$ cat src/rtl/reg_map_shadow.sv
// Shadow/active double-buffered register map with atomic commit.
// Host writes land in the shadow set; a commit copies the whole shadow set to the active outputs in one edge.
module reg_map_shadow #(
  parameter int                           DATA_W      = 16,
  parameter int                           ADDR_W      = 16,
  parameter int                           NUM_REGS    = 8,
  parameter logic [ADDR_W-1:0]            BASE_ADDR   = '0,
  parameter int                           ADDR_STRIDE = 2,
  parameter logic [NUM_REGS*DATA_W-1:0]   RST_VALS    = '0,
  parameter logic [NUM_REGS-1:0]          AUTO_COMMIT = '0
) (
  input  logic                       i_clk,
  input  logic                       i_rst_n,
  input  logic [ADDR_W-1:0]          i_addr,
  input  logic [DATA_W-1:0]          i_wdata,
  input  logic                       i_wen,
  input  logic                       i_commit,
  output logic [DATA_W-1:0]          o_q,
  output logic [NUM_REGS*DATA_W-1:0] o_regs,
  output logic                       o_pending,
  output logic                       o_commit
);

  localparam int                STRIDE_SH   = (ADDR_STRIDE == 4) ? 2 : (ADDR_STRIDE == 2) ? 1 : 0;
  localparam logic [ADDR_W-1:0] STRIDE_MASK = ADDR_W'(ADDR_STRIDE - 1);
  localparam logic [ADDR_W-1:0] CMT_ADDR    = ADDR_W'(BASE_ADDR + NUM_REGS * ADDR_STRIDE);

  logic [DATA_W-1:0] shadow [NUM_REGS];
  logic [DATA_W-1:0] active [NUM_REGS];

  logic              borrow;
  logic [ADDR_W-1:0] addr_off;
  logic [ADDR_W-1:0] word_idx;
  logic              data_hit;
  logic              cmt_hit;
  logic [NUM_REGS-1:0] reg_sel;
  logic [NUM_REGS-1:0] wr_en;
  logic              manual_wr;
  logic              commit_req;
  logic [DATA_W-1:0] rd_mux;

  logic [DATA_W-1:0] rd_data_p1;
  logic              pending_p1;
  logic              commit_p1;

  // Decode: the borrow out of the offset subtraction blocks aliasing below BASE_ADDR
  always_comb begin
    {borrow, addr_off} = {1'b0, i_addr} - {1'b0, BASE_ADDR};
    word_idx = addr_off >> STRIDE_SH;
    data_hit = !borrow && ((addr_off & STRIDE_MASK) == '0) && (word_idx < ADDR_W'(NUM_REGS));
    cmt_hit  = (i_addr == CMT_ADDR);
    reg_sel  = '0;
    for (int j = 0; j < NUM_REGS; j++) begin
      reg_sel[j] = data_hit && (word_idx == ADDR_W'(j));
    end
    wr_en      = {NUM_REGS{i_wen}} & reg_sel;
    manual_wr  = |(wr_en & ~AUTO_COMMIT);
    commit_req = i_commit || (i_wen && cmt_hit && i_wdata[0]);
  end

  // Read mux sees pre-write shadow contents, so a write cycle returns the old value
  always_comb begin
    rd_mux = '0;
    if (cmt_hit) begin
      rd_mux = DATA_W'(pending_p1);
    end
    for (int j = 0; j < NUM_REGS; j++) begin
      if (reg_sel[j]) begin
        rd_mux = shadow[j];
      end
    end
  end

  // Stage p0 -> p1: register file update and registered read-back
  always_ff @(posedge i_clk or negedge i_rst_n) begin
    if (!i_rst_n) begin
      for (int j = 0; j < NUM_REGS; j++) begin
        shadow[j] <= RST_VALS[j*DATA_W +: DATA_W];
        active[j] <= RST_VALS[j*DATA_W +: DATA_W];
      end
      rd_data_p1 <= '0;
      pending_p1 <= 1'b0;
      commit_p1  <= 1'b0;
    end else begin
      rd_data_p1 <= rd_mux;
      commit_p1  <= commit_req;
      for (int j = 0; j < NUM_REGS; j++) begin
        if (wr_en[j]) begin
          shadow[j] <= i_wdata;
        end
        // An auto-commit write beats a simultaneous commit; a manual register takes its pre-write shadow
        if (wr_en[j] && AUTO_COMMIT[j]) begin
          active[j] <= i_wdata;
        end else if (commit_req) begin
          active[j] <= shadow[j];
        end
      end
      if (manual_wr) begin
        pending_p1 <= 1'b1;
      end else if (commit_req) begin
        pending_p1 <= 1'b0;
      end
    end
  end

  for (genvar g = 0; g < NUM_REGS; g++) begin : g_regs
    assign o_regs[g*DATA_W +: DATA_W] = active[g];
  end

  assign o_q       = rd_data_p1;
  assign o_pending = pending_p1;
  assign o_commit  = commit_p1;

endmodule

$ cat config.mk
export PLATFORM = sky130hd
export DESIGN_NAME = reg_map_shadow
export DESIGN_NICKNAME = d
export VERILOG_FILES = /design/src/rtl/reg_map_shadow.sv
export SDC_FILE = /design/constraint.sdc
export NUM_CORES = 1
export LEC_CHECK = 0
export ABC_AREA = 1
export BUFFER_PORTS_ARGS = -buffer_cell sky130_fd_sc_hd__buf_4
export CORE_UTILIZATION = 51
export DETAILED_ROUTE_END_ITERATION = 6
export GPL_TIMING_DRIVEN = 0
export PLACE_DENSITY = 0.77
export SLEW_MARGIN = 20
export SYNTH_ARGS = -nofsm -noshare
export SYNTH_HDL_FRONTEND = slang
export SYNTH_SLANG_ARGS = --single-unit
$ cat constraint.sdc
create_clock -name i_clk -period 1 [get_ports i_clk]
set_input_delay 0.1 -clock i_clk [delete_from_list [all_inputs] [get_ports i_clk]]
set_output_delay 0.1 -clock i_clk [all_outputs]
set_load 0.01 [all_outputs]
==> impl_metrics.py <==
metrics = {
    "outcome": {
        "status": "finished, violations left",
        "failed_checks": "negative hold slack, negative setup slack",
    },
    "critical_path": {
        "slowest_delay_ps": 250,
        "crit_chain": "buf_6 > nor2_4 > nand2_4 > nor2_4 > nand3_1 > nor2_4 > buf_4 > nand2_1 > nand3_2 > o21bai_2 > nand3_1 > nand3_1 > nand2_1",
        "start_kind": "primary input",
        "slowest_stage": "buf_4",
        "cp.arrival_ps": 1840,
        "worstRegToRegCells": 10,
        "ff2ff_setup_slack_ps": -340,
        "r2r_end": "o_q[15]",
        "end_kind": "register",
        "regToRegStartpoint": "shadow[95]",
        "crit_type": "in -> reg",
        "critPathMaxFanout": 10,
        "required_ps": 1480,
    },
    "sta": {
        "rsz0062_at_grt": "true",
        "worst_slew_pin_slew_ps": 657,
        "layout_setup_ws_ps": -360,
        "drv_slew": 0,
        "hold_viol": 87,
        "setup_viol": 412,
        "fin_hold_ws_ps": -460,
        "post-route-min-period_ps": 1360,
        "fin_skew_ps": 16.7,
        "tns_ps": -74070,
        "max_freq_ghz": 0.735,
        "finalCritPeriodShare_pct": 136,
        "slew-limit-headroom_pct": 56.2,
    },
    "grt": {
        "grt_pass1_wl_um": 55500,
        "grt_overflow": 0,
        "grt_max_degree": 100,
        "grt_usage_pct": 30.5,
        "antenna_found_initial": 0,
        "grt_pass1_vias": 9970,
    },
    "clocking": {
        "cts_buffers": 28,
        "htree_levels": 1,
        "clockBufferDepth": 3,
        "cts_tree": "yes",
        "ctsHoldBuffers": 15,
        "insertion_delay_ps": 560,
        "cts_sinks": 274,
        "cts_root_buf": "clkbuf_16",
        "clk_pin_slew_ps": 60,
    },
    "synth": {
        "yosysUniqueCellTypes": 37,
        "yosysTopAreaCell": "dfrtp_1",
        "synthArstFlopShare_pct": 100,
        "synth_ff_type": "dfrtp_1",
        "synth_edf_count": 0,
        "synth_nets": 1101,
        "syn_avg_cell_area_um2": 11.2,
        "synth_common_cells": "dfrtp_1 (274), nand2_1 (245), o21ai_0 (99)",
        "yosysSeqAreaShare_pct": 57.7,
        "synthesis.area_um2": 11900,
        "synth.most_common_cell": "dfrtp_1",
        "synth.area.top_cells": "dfrtp_1 (58%), mux2_4 (11%), nand2_1 (7.7%)",
        "yosysWarnings": 0,
        "synth_top_area_share_pct": 57.7,
        "syn_inst": 1065,
        "ys_seq_elements": 274,
    },
    "placement": {
        "dp_hpwl_um": 22000,
        "place_inst": 1560,
        "port_buffers": 180,
        "place_area_um2": 14000,
        "pre_cts_ws_ps": -991,
        "gp_congestion": 0.935,
    },
    "layout": {
        "stdcell_count": 1771,
        "fillers": 1164,
        "finalInstanceArea_um2": 17800,
        "nets": 1472,
        "ff_latch_area_um2": 6860,
        "utilization_pct": 78.3,
        "area.growth.synth_to_final_pct": 50.0,
        "multi_input_area_um2": 4920,
        "n_antenna_cell": 0,
        "drive_gt1_share_pct": 47.1,
    },
    "die": {
        "num_rows": 55,
        "start_util_pct": 52.2,
        "die_area_um2": 23900,
        "die_y_um": 155,
        "ios": 182,
        "core_um2": 22800,
        "die_x_um": 155,
    },
    "routing": {
        "wl_per_cell_um": 23.6,
        "drc_errors": 0,
        "vias_per_cell": 5.90,
        "drt_iter0_drc": 1179,
        "via_count": 10500,
        "drtAntennaViolNets": 0,
        "firstDrtPassIters": 5,
        "wl_um": 41800,
    },
    "power": {
        "peakVddDrop_mv": 1.29,
        "power_mw": 23.3,
        "power.leakage_nw": 9.23,
        "power.density_nw_per_um2": 1300,
    },
    "hold_path": {
        "hold_path.class": "in -> async",
    },
    "flow_run": {
        "maxCapViolations": 0,
    },
}
cell type report:
cell class	count	share of cell area, %
Tap cell	313	2.20
Buffer	53	4.22
Clock inverter	10	0.561
Timing Repair Buffer	340	20.8
Multi-Input combinational cell	686	27.6
Inverter	53	1.45
Clock buffer	42	4.68
Sequential cell	274	38.5
worst max-delay path by stage:
stage                     cells after the start       start  slack [ps]         end
after floorplan                              10   i_addr[2]        -500   o_regs[0]
after global placement                        1     i_rst_n       -2410     o_q[15]
after detailed placement                     13  i_addr[14]        -990      o_q[8]
after CTS                                    13   i_addr[7]        -260  o_regs[23]
after global routing                         13  i_addr[14]        -440      o_q[9]
final                                        13  i_addr[14]        -360      o_q[1]
placed cells by master, fill, tap and decap left out, types with 18 or more instances in the layout:
| cell | synthesis | routed |
|---|---|---|
| buf_4 | 7 | 128 |
| mux2_4 | 86 | 88 |
| mux2_2 | 42 | 40 |
| buf_8 | 1 | 23 |
| nand3_1 | 50 | 35 |
| nor2_4 | 5 | 18 |
| clkbuf_16 | 0 | 41 |
| nor2_1 | 42 | 36 |
| nand2_2 | 8 | 20 |
| dfrtp_1 | 274 | 273 |
| buf_6 | 4 | 173 |
| inv_1 | 39 | 33 |
| o21ai_0 | 99 | 50 |
| o21ai_1 | 17 | 52 |
| buf_12 | 9 | 22 |
| a21oi_1 | 31 | 30 |
| nand2_1 | 245 | 217 |
registers in the layout, summed over array words and instances (netlist names):
signal / count
shadow: 128
o_commit: 1
o_q: 16
o_regs: 128
o_pending: 1
layer usage:
metal / track usage (%) / vias to the layer above / routed length, µm
li1: - / 4276 / -
met1: 38.7 / 5116 / 15000
met2: 50.4 / 856 / 19700
met3: 6.89 / 203 / 4760
met4: 13.4 / 0 / 2300
met5: 0 / - / 0
report_power, final:
group	leakage, nW	internal, mW	switching [mW]	total (mW)
combinational	4.93	0.610	0.766	1.38
sequential	3.82	11.1	0.00449	11.1
clock	0.468	6.27	4.53	10.8
critical path: cells and delay by family:
kind	cells	cell delay, ps
buffers and inverters	2	350
AOI/OAI and AO/OA	1	100
and+or+nand+nor	10	1280
cell families (layout without fill, tap and decap cells):
| group | after synthesis | in the layout | share of synthesized area [%] |
|---|---|---|---|
| AND/OR/NAND/NOR | 395 | 396 | 15.0 |
| flip-flops | 274 | 274 | 57.7 |
| buffers and inverters | 106 | 498 | 5.35 |
| AO/OA/AOI/OAI | 162 | 162 | 7.17 |
| multiplexers | 128 | 128 | 14.8 |
repair_timing:
item,CTS,global route
pin swaps,23,22
buffers inserted,96,23
gates cloned,12,13
hold endpoints to repair,141,87
resized for setup,245,140
setup endpoints to repair,384,514
(Power assumes the default switching activity.)
